<file path="config.mk">
export PLATFORM = sky130hd
export DESIGN_NAME = mem_block_reader
export DESIGN_NICKNAME = d
export VERILOG_FILES = /design/src/rtl/mem_block_reader.sv
export SDC_FILE = /design/constraint.sdc
export NUM_CORES = 1
export LEC_CHECK = 0
export ABC_AREA = 1
export CORE_MARGIN = 3
export CORE_UTILIZATION = 35
export CTS_CLUSTER_DIAMETER = 50
export CTS_CLUSTER_SIZE = 8
export DETAILED_ROUTE_END_ITERATION = 16
export GPL_TIMING_DRIVEN = 1
export SYNTH_ARGS = -nofsm -noshare
export SYNTH_HDL_FRONTEND = slang
export SYNTH_SLANG_ARGS = --single-unit
</file>
<file path="constraint.sdc">
create_clock -name clk -period 8.4 [get_ports clk]
set_clock_uncertainty 0.2 [all_clocks]
set_input_delay 1.26 -clock clk [delete_from_list [all_inputs] [get_ports clk]]
set_output_delay 1.26 -clock clk [all_outputs]
set_load 0.1 [all_outputs]
</file>
<file path="src/rtl/mem_block_reader.sv">
// Priority-ordered block reader: walks the non-empty memory blocks from
// block 0 upward and issues one BRAM read per cycle, with no bubbles.
module mem_block_reader #(
  parameter int NBLK  = 20,
  parameter int CNT_W = 6,
  parameter int SEL_W = 5
) (
  input  logic                  clk,
  input  logic                  reset,
  input  logic                  start,
  input  logic [NBLK*CNT_W-1:0] nent,
  input  logic                  stall,
  output logic                  rd_en,
  output logic [SEL_W-1:0]      rd_sel,
  output logic [CNT_W-1:0]      rd_addr,
  output logic                  valid,
  output logic [SEL_W-1:0]      valid_sel,
  output logic                  done
);

  typedef enum logic {IDLE, READ} state_t;

  state_t           state;
  logic [CNT_W-1:0] cnt [NBLK];
  logic [NBLK-1:0]  pending;
  logic [SEL_W-1:0] ptr;
  logic [CNT_W-1:0] idx;
  logic             fin;

  logic [NBLK-1:0]  start_mask;
  logic [NBLK-1:0]  rem_mask;
  logic [SEL_W-1:0] start_ptr;
  logic [SEL_W-1:0] rem_ptr;
  logic             last_entry;

  function automatic logic [SEL_W-1:0] lowest(input logic [NBLK-1:0] m);
    lowest = '0;
    for (int unsigned i = NBLK; i > 0; i--)
      if (m[i-1]) lowest = SEL_W'(i-1);
  endfunction

  always_comb begin
    start_mask = '0;
    for (int unsigned i = 0; i < NBLK; i++)
      start_mask[i] = (nent[i*CNT_W +: CNT_W] != '0);
    start_ptr     = lowest(start_mask);
    rem_mask      = pending;
    rem_mask[ptr] = 1'b0;
    rem_ptr       = lowest(rem_mask);
    last_entry    = (idx == cnt[ptr] - 1'b1);
  end

  // fin marks "event finished at this edge"; done follows it one cycle
  // later so the pulse lines up with the last valid.
  always_ff @(posedge clk or posedge reset) begin
    if (reset) begin
      state     <= IDLE;
      pending   <= '0;
      ptr       <= '0;
      idx       <= '0;
      fin       <= 1'b0;
      rd_en     <= 1'b0;
      rd_sel    <= '0;
      rd_addr   <= '0;
      valid     <= 1'b0;
      valid_sel <= '0;
      done      <= 1'b0;
      for (int unsigned i = 0; i < NBLK; i++) cnt[i] <= '0;
    end else begin
      valid     <= rd_en;
      valid_sel <= rd_sel;
      done      <= fin;
      fin       <= 1'b0;
      if (start) begin
        for (int unsigned i = 0; i < NBLK; i++) cnt[i] <= nent[i*CNT_W +: CNT_W];
        pending <= start_mask;
        ptr     <= start_ptr;
        idx     <= '0;
        rd_en   <= 1'b0;
        rd_sel  <= '0;
        rd_addr <= '0;
        if (start_mask == '0) begin
          state <= IDLE;
          fin   <= 1'b1;
        end else begin
          state <= READ;
        end
      end else begin
        case (state)
          IDLE: begin
            rd_en   <= 1'b0;
            rd_sel  <= '0;
            rd_addr <= '0;
          end
          READ: begin
            if (stall) begin
              rd_en <= 1'b0;
            end else begin
              rd_en   <= 1'b1;
              rd_sel  <= ptr + 1'b1;
              rd_addr <= idx;
              if (last_entry) begin
                idx     <= '0;
                pending <= rem_mask;
                ptr     <= rem_ptr;
                if (rem_mask == '0) begin
                  state <= IDLE;
                  fin   <= 1'b1;
                end
              end else begin
                idx <= idx + 1'b1;
              end
            end
          end
          default: state <= IDLE;
        endcase
      end
    end
  end

endmodule

</file>
==> metrics.yaml <==
die:
  die_w_um: 166.7
  io_pins: 143
  die_y_um: 166.7
  start_util: 0.3577
  core_um2: 25250
  placementRows: 58
  die_area_um2: 27770
cts:
  cts_tree: "done"
  path_clk_slew_ns: 0.07
  cts_sinks: 172
  cts_setup_buffers: 0
  post_cts_resize_count: 0
  cts_inserted_buffers: 17
  cts-root-to-sink-buffers: 2
  htreeDepth: 4
  hold_buffers: 0
  root_buffer: "clkbuf_16"
  worstSkewPairLatency_ns: 0.43
synth:
  synth-simple-area-share: 0.2744
  yosysUniqueCellTypes: 41
  avgSynthCellArea_um2: 7.297
  syn_nets: 1368
  yosys.area.top_type_share: 0.4765
  synth_seq_cells: 172
  synth_mux_area_frac: 0
  async_flop_share: 1.000
  synth_edf_count: 0
  netlist_area_um2: 9034
  yosysTopAreaCell: "dfrtp_1"
  synth_fa_ha_area_frac: 0.008310
  synthXorXnorAreaFrac: 0.01122
  synth_top_family_by_area: "simple AND/OR/NAND/NOR gates"
  synthTopCellsByArea: "dfrtp_1 48%, nand2_1 19%, o21ai_0 7.3%"
  yosysSeqAreaShare: 0.4765
  synthFlopType: "dfrtp_1"
  yosys_warnings: 0
  synth_compound_area_frac: 0.1446
  synth_commonest_cells: "467 x nand2_1, 172 x dfrtp_1, 132 x o21ai_0"
  synthCells: 1238
  synth.most_common_cell: "nand2_1"
timing:
  finalSetupViolCount: 0
  max_slew_margin: 0.3283
  fin_crit_sh: 0.5331
  fin_crit_ns: 4.478
  worstMarginPinSlew_ns: 1.004
  maxSlewViolCount: 0
  fin_ws_ns: 3.922
  tns_ns: 0
  hold_viol_final: 0
  fmaxAchievable_mhz: 223.3
  rsz0062_at_grt: "false"
critical_path:
  cp.arrival_ns: 4.60
  end_kind: "flop"
  required_ns: 8.52
  worstSetupStartpointType: "flop"
  cp_max_fo: 57
  worstSetupPathType: "reg2reg"
drt:
  via_per_inst: 4.874
  drtIter0Drc: 596
  ant_nets: 0
  via_count: 8237
  post_drt_wl_per_cell_um: 16.11
  firstDrtPassIters: 5
  drc: 0
  wl_mm: 27.23
grt:
  grt_overflow_total: 0
  top_usage_layer: "met2"
  grt_usage: 0.1981
  grt_pass1_wl_mm: 43.98
  grt_max_degree: 105
  antenna_found_initial: 0
  grtUsageMet3: 0.03845
  first_global_vias: 8230
  use_met2: 0.3141
  grt_util_met1: 0.2766
pwr:
  p_sw_uw: 1016
  internal-power_uw: 1660
  clockPowerShare: 0.289
  peakVddDrop_mv: 0.1169
  p_total_uw: 2676
  seq_power_share: 0.379
  p_leak_uw: 0.005345
  power_density_nw_per_um2: 238.9
  p_sw_frac: 0.3796
  comb_power_share: 0.332
final_layout:
  area_delta_synth_final_pct: 24.00
  drive_gt1_frac: 0.04265
  nets: 1479
  antenna_cells: 0
run_status:
  outcome: "finished, final reports clean"
place:
  hpwl_mm: 19.99
  gp_congestion: 0.8371
  place_ws_ns: 3.960
  io_buffers: 142
min_path:
  hold_path_class: "reg2reg"
job:
  drv_cap: 0
[metal layers]
| layer | part of all wire | vias to the layer above | wire, µm |
|---|---|---|---|
| li1 | - | 4134 | - |
| met1 | 0.47 | 3838 | 12830 |
| met2 | 0.46 | 229 | 12440 |
| met3 | 0.052 | 36 | 1403 |
| met4 | 0.020 | 0 | 557 |
| met5 | 0 | - | 0 |
[sequential cells by signal, summed over array words and instances (netlist names), 5 cells and up]
| name | cells |
|---|---|
| rd_addr | 6 |
| cnt | 120 |
| ptr | 5 |
| pending | 20 |
| idx | 6 |
| valid_sel | 5 |
| rd_sel | 5 |
[power groups by stage]
stage / Sequential (µW) / Combinational [µW] / Clock [µW]
final: 1010 / 889 / 774
after global routing: 1030 / 1000 / 825
after CTS: 1010 / 890 / 787
after detailed placement: 1030 / 887 / 0
after global placement: 1030 / 879 / 0
after floorplan: 1040 / 624 / 0
[through the flow]
stage                     instances  cell area (µm²)  utilization  hold WS [ns]
after global placement         1660            10640       0.4213        0.1587
after global routing           1690            11200       0.4436        0.1834
after floorplan                1238             9034            -        0.1312
after CTS                      1690            11200       0.4436        0.1742
after detailed placement       1660            10640       0.4213        0.1591
final                          1690            11200       0.4436        0.1692
[path summary, 6_finish.rpt]
| check | from | to | slack (ns) | cells after the start |
|---|---|---|---|---|
| worst max-delay path | ptr[0]$_DFFE_PP0P_ | ptr[4]$_DFFE_PP0P_ | 3.92 | 20 |
| worst min-delay path | fin$_DFF_PP0_ | done$_DFF_PP0_ | 0.17 | 0 |
| worst max register to register | ptr[0]$_DFFE_PP0P_ | ptr[4]$_DFFE_PP0P_ | 3.92 | 20 |
| worst min register to register | fin$_DFF_PP0_ | done$_DFF_PP0_ | 0.17 | 0 |
| max in group asynchronous | reset | ptr[0]$_DFFE_PP0P_ | 5.55 | 3 |
| min in group asynchronous | reset | valid_sel[0]$_DFF_PP0_ | 1.15 | 2 |
[layout by cell type, fill, tap and decap left out, drive strengths merged, types with 4 or more instances in the layout]
| master | count |
|---|---|
| nand2 | 469 |
| dfrtp | 172 |
| o21ai | 166 |
| clkdlybuf4s50 | 141 |
| inv | 132 |
| nor2 | 86 |
| a21oi | 51 |
| nand3 | 22 |
| clkbuf | 20 |
| o211ai | 14 |
| and3 | 12 |
| o22ai | 11 |
| nor3 | 11 |
| buf | 8 |
| nor4 | 6 |
| ha | 6 |
| xor2 | 5 |
| or2 | 5 |
| xnor2 | 4 |
| clkinv | 4 |
[worst max-delay path: stages (launching register included)]
cell and delay [ns]:
dfrtp_2 1.02, buf_4 0.49, inv_2 0.30, a21oi_1 0.20
o21ai_1 0.09, nand2_1 0.07, nand2_1 0.06, nand3_1 0.12
nor2_2 0.07, ha_1 0.30, xnor2_1 0.13, a21oi_1 0.13
nand3_1 0.09, nor2_1 0.12, nand4_2 0.13, nand2_2 0.11
nand2_4 0.20, inv_4 0.29, nand2_1 0.08, o21ai_1 0.08
inv_1 0.05
[cells by family after synthesis]
family,count (synthesis)
and+or+nand+nor,617
AOI/OAI and AO/OA,248
buffers and inverters,185
DFF,172
xor gates and xnor gates,10
adders and majority gates,6
[cell type report]
| class | count | area, µm² |
|---|---|---|
| fill | 2578 | 14050 |
| timing repair buffer | 149 | 1471 |
| multi-input combinational | 881 | 3961 |
| clock inverter | 10 | 106.4 |
| clock buffer | 20 | 456.7 |
| sequential | 172 | 4305 |
| tap | 330 | 412.9 |
| inverter | 128 | 488.0 |
Note: power is estimated with default switching activity, not from simulation.
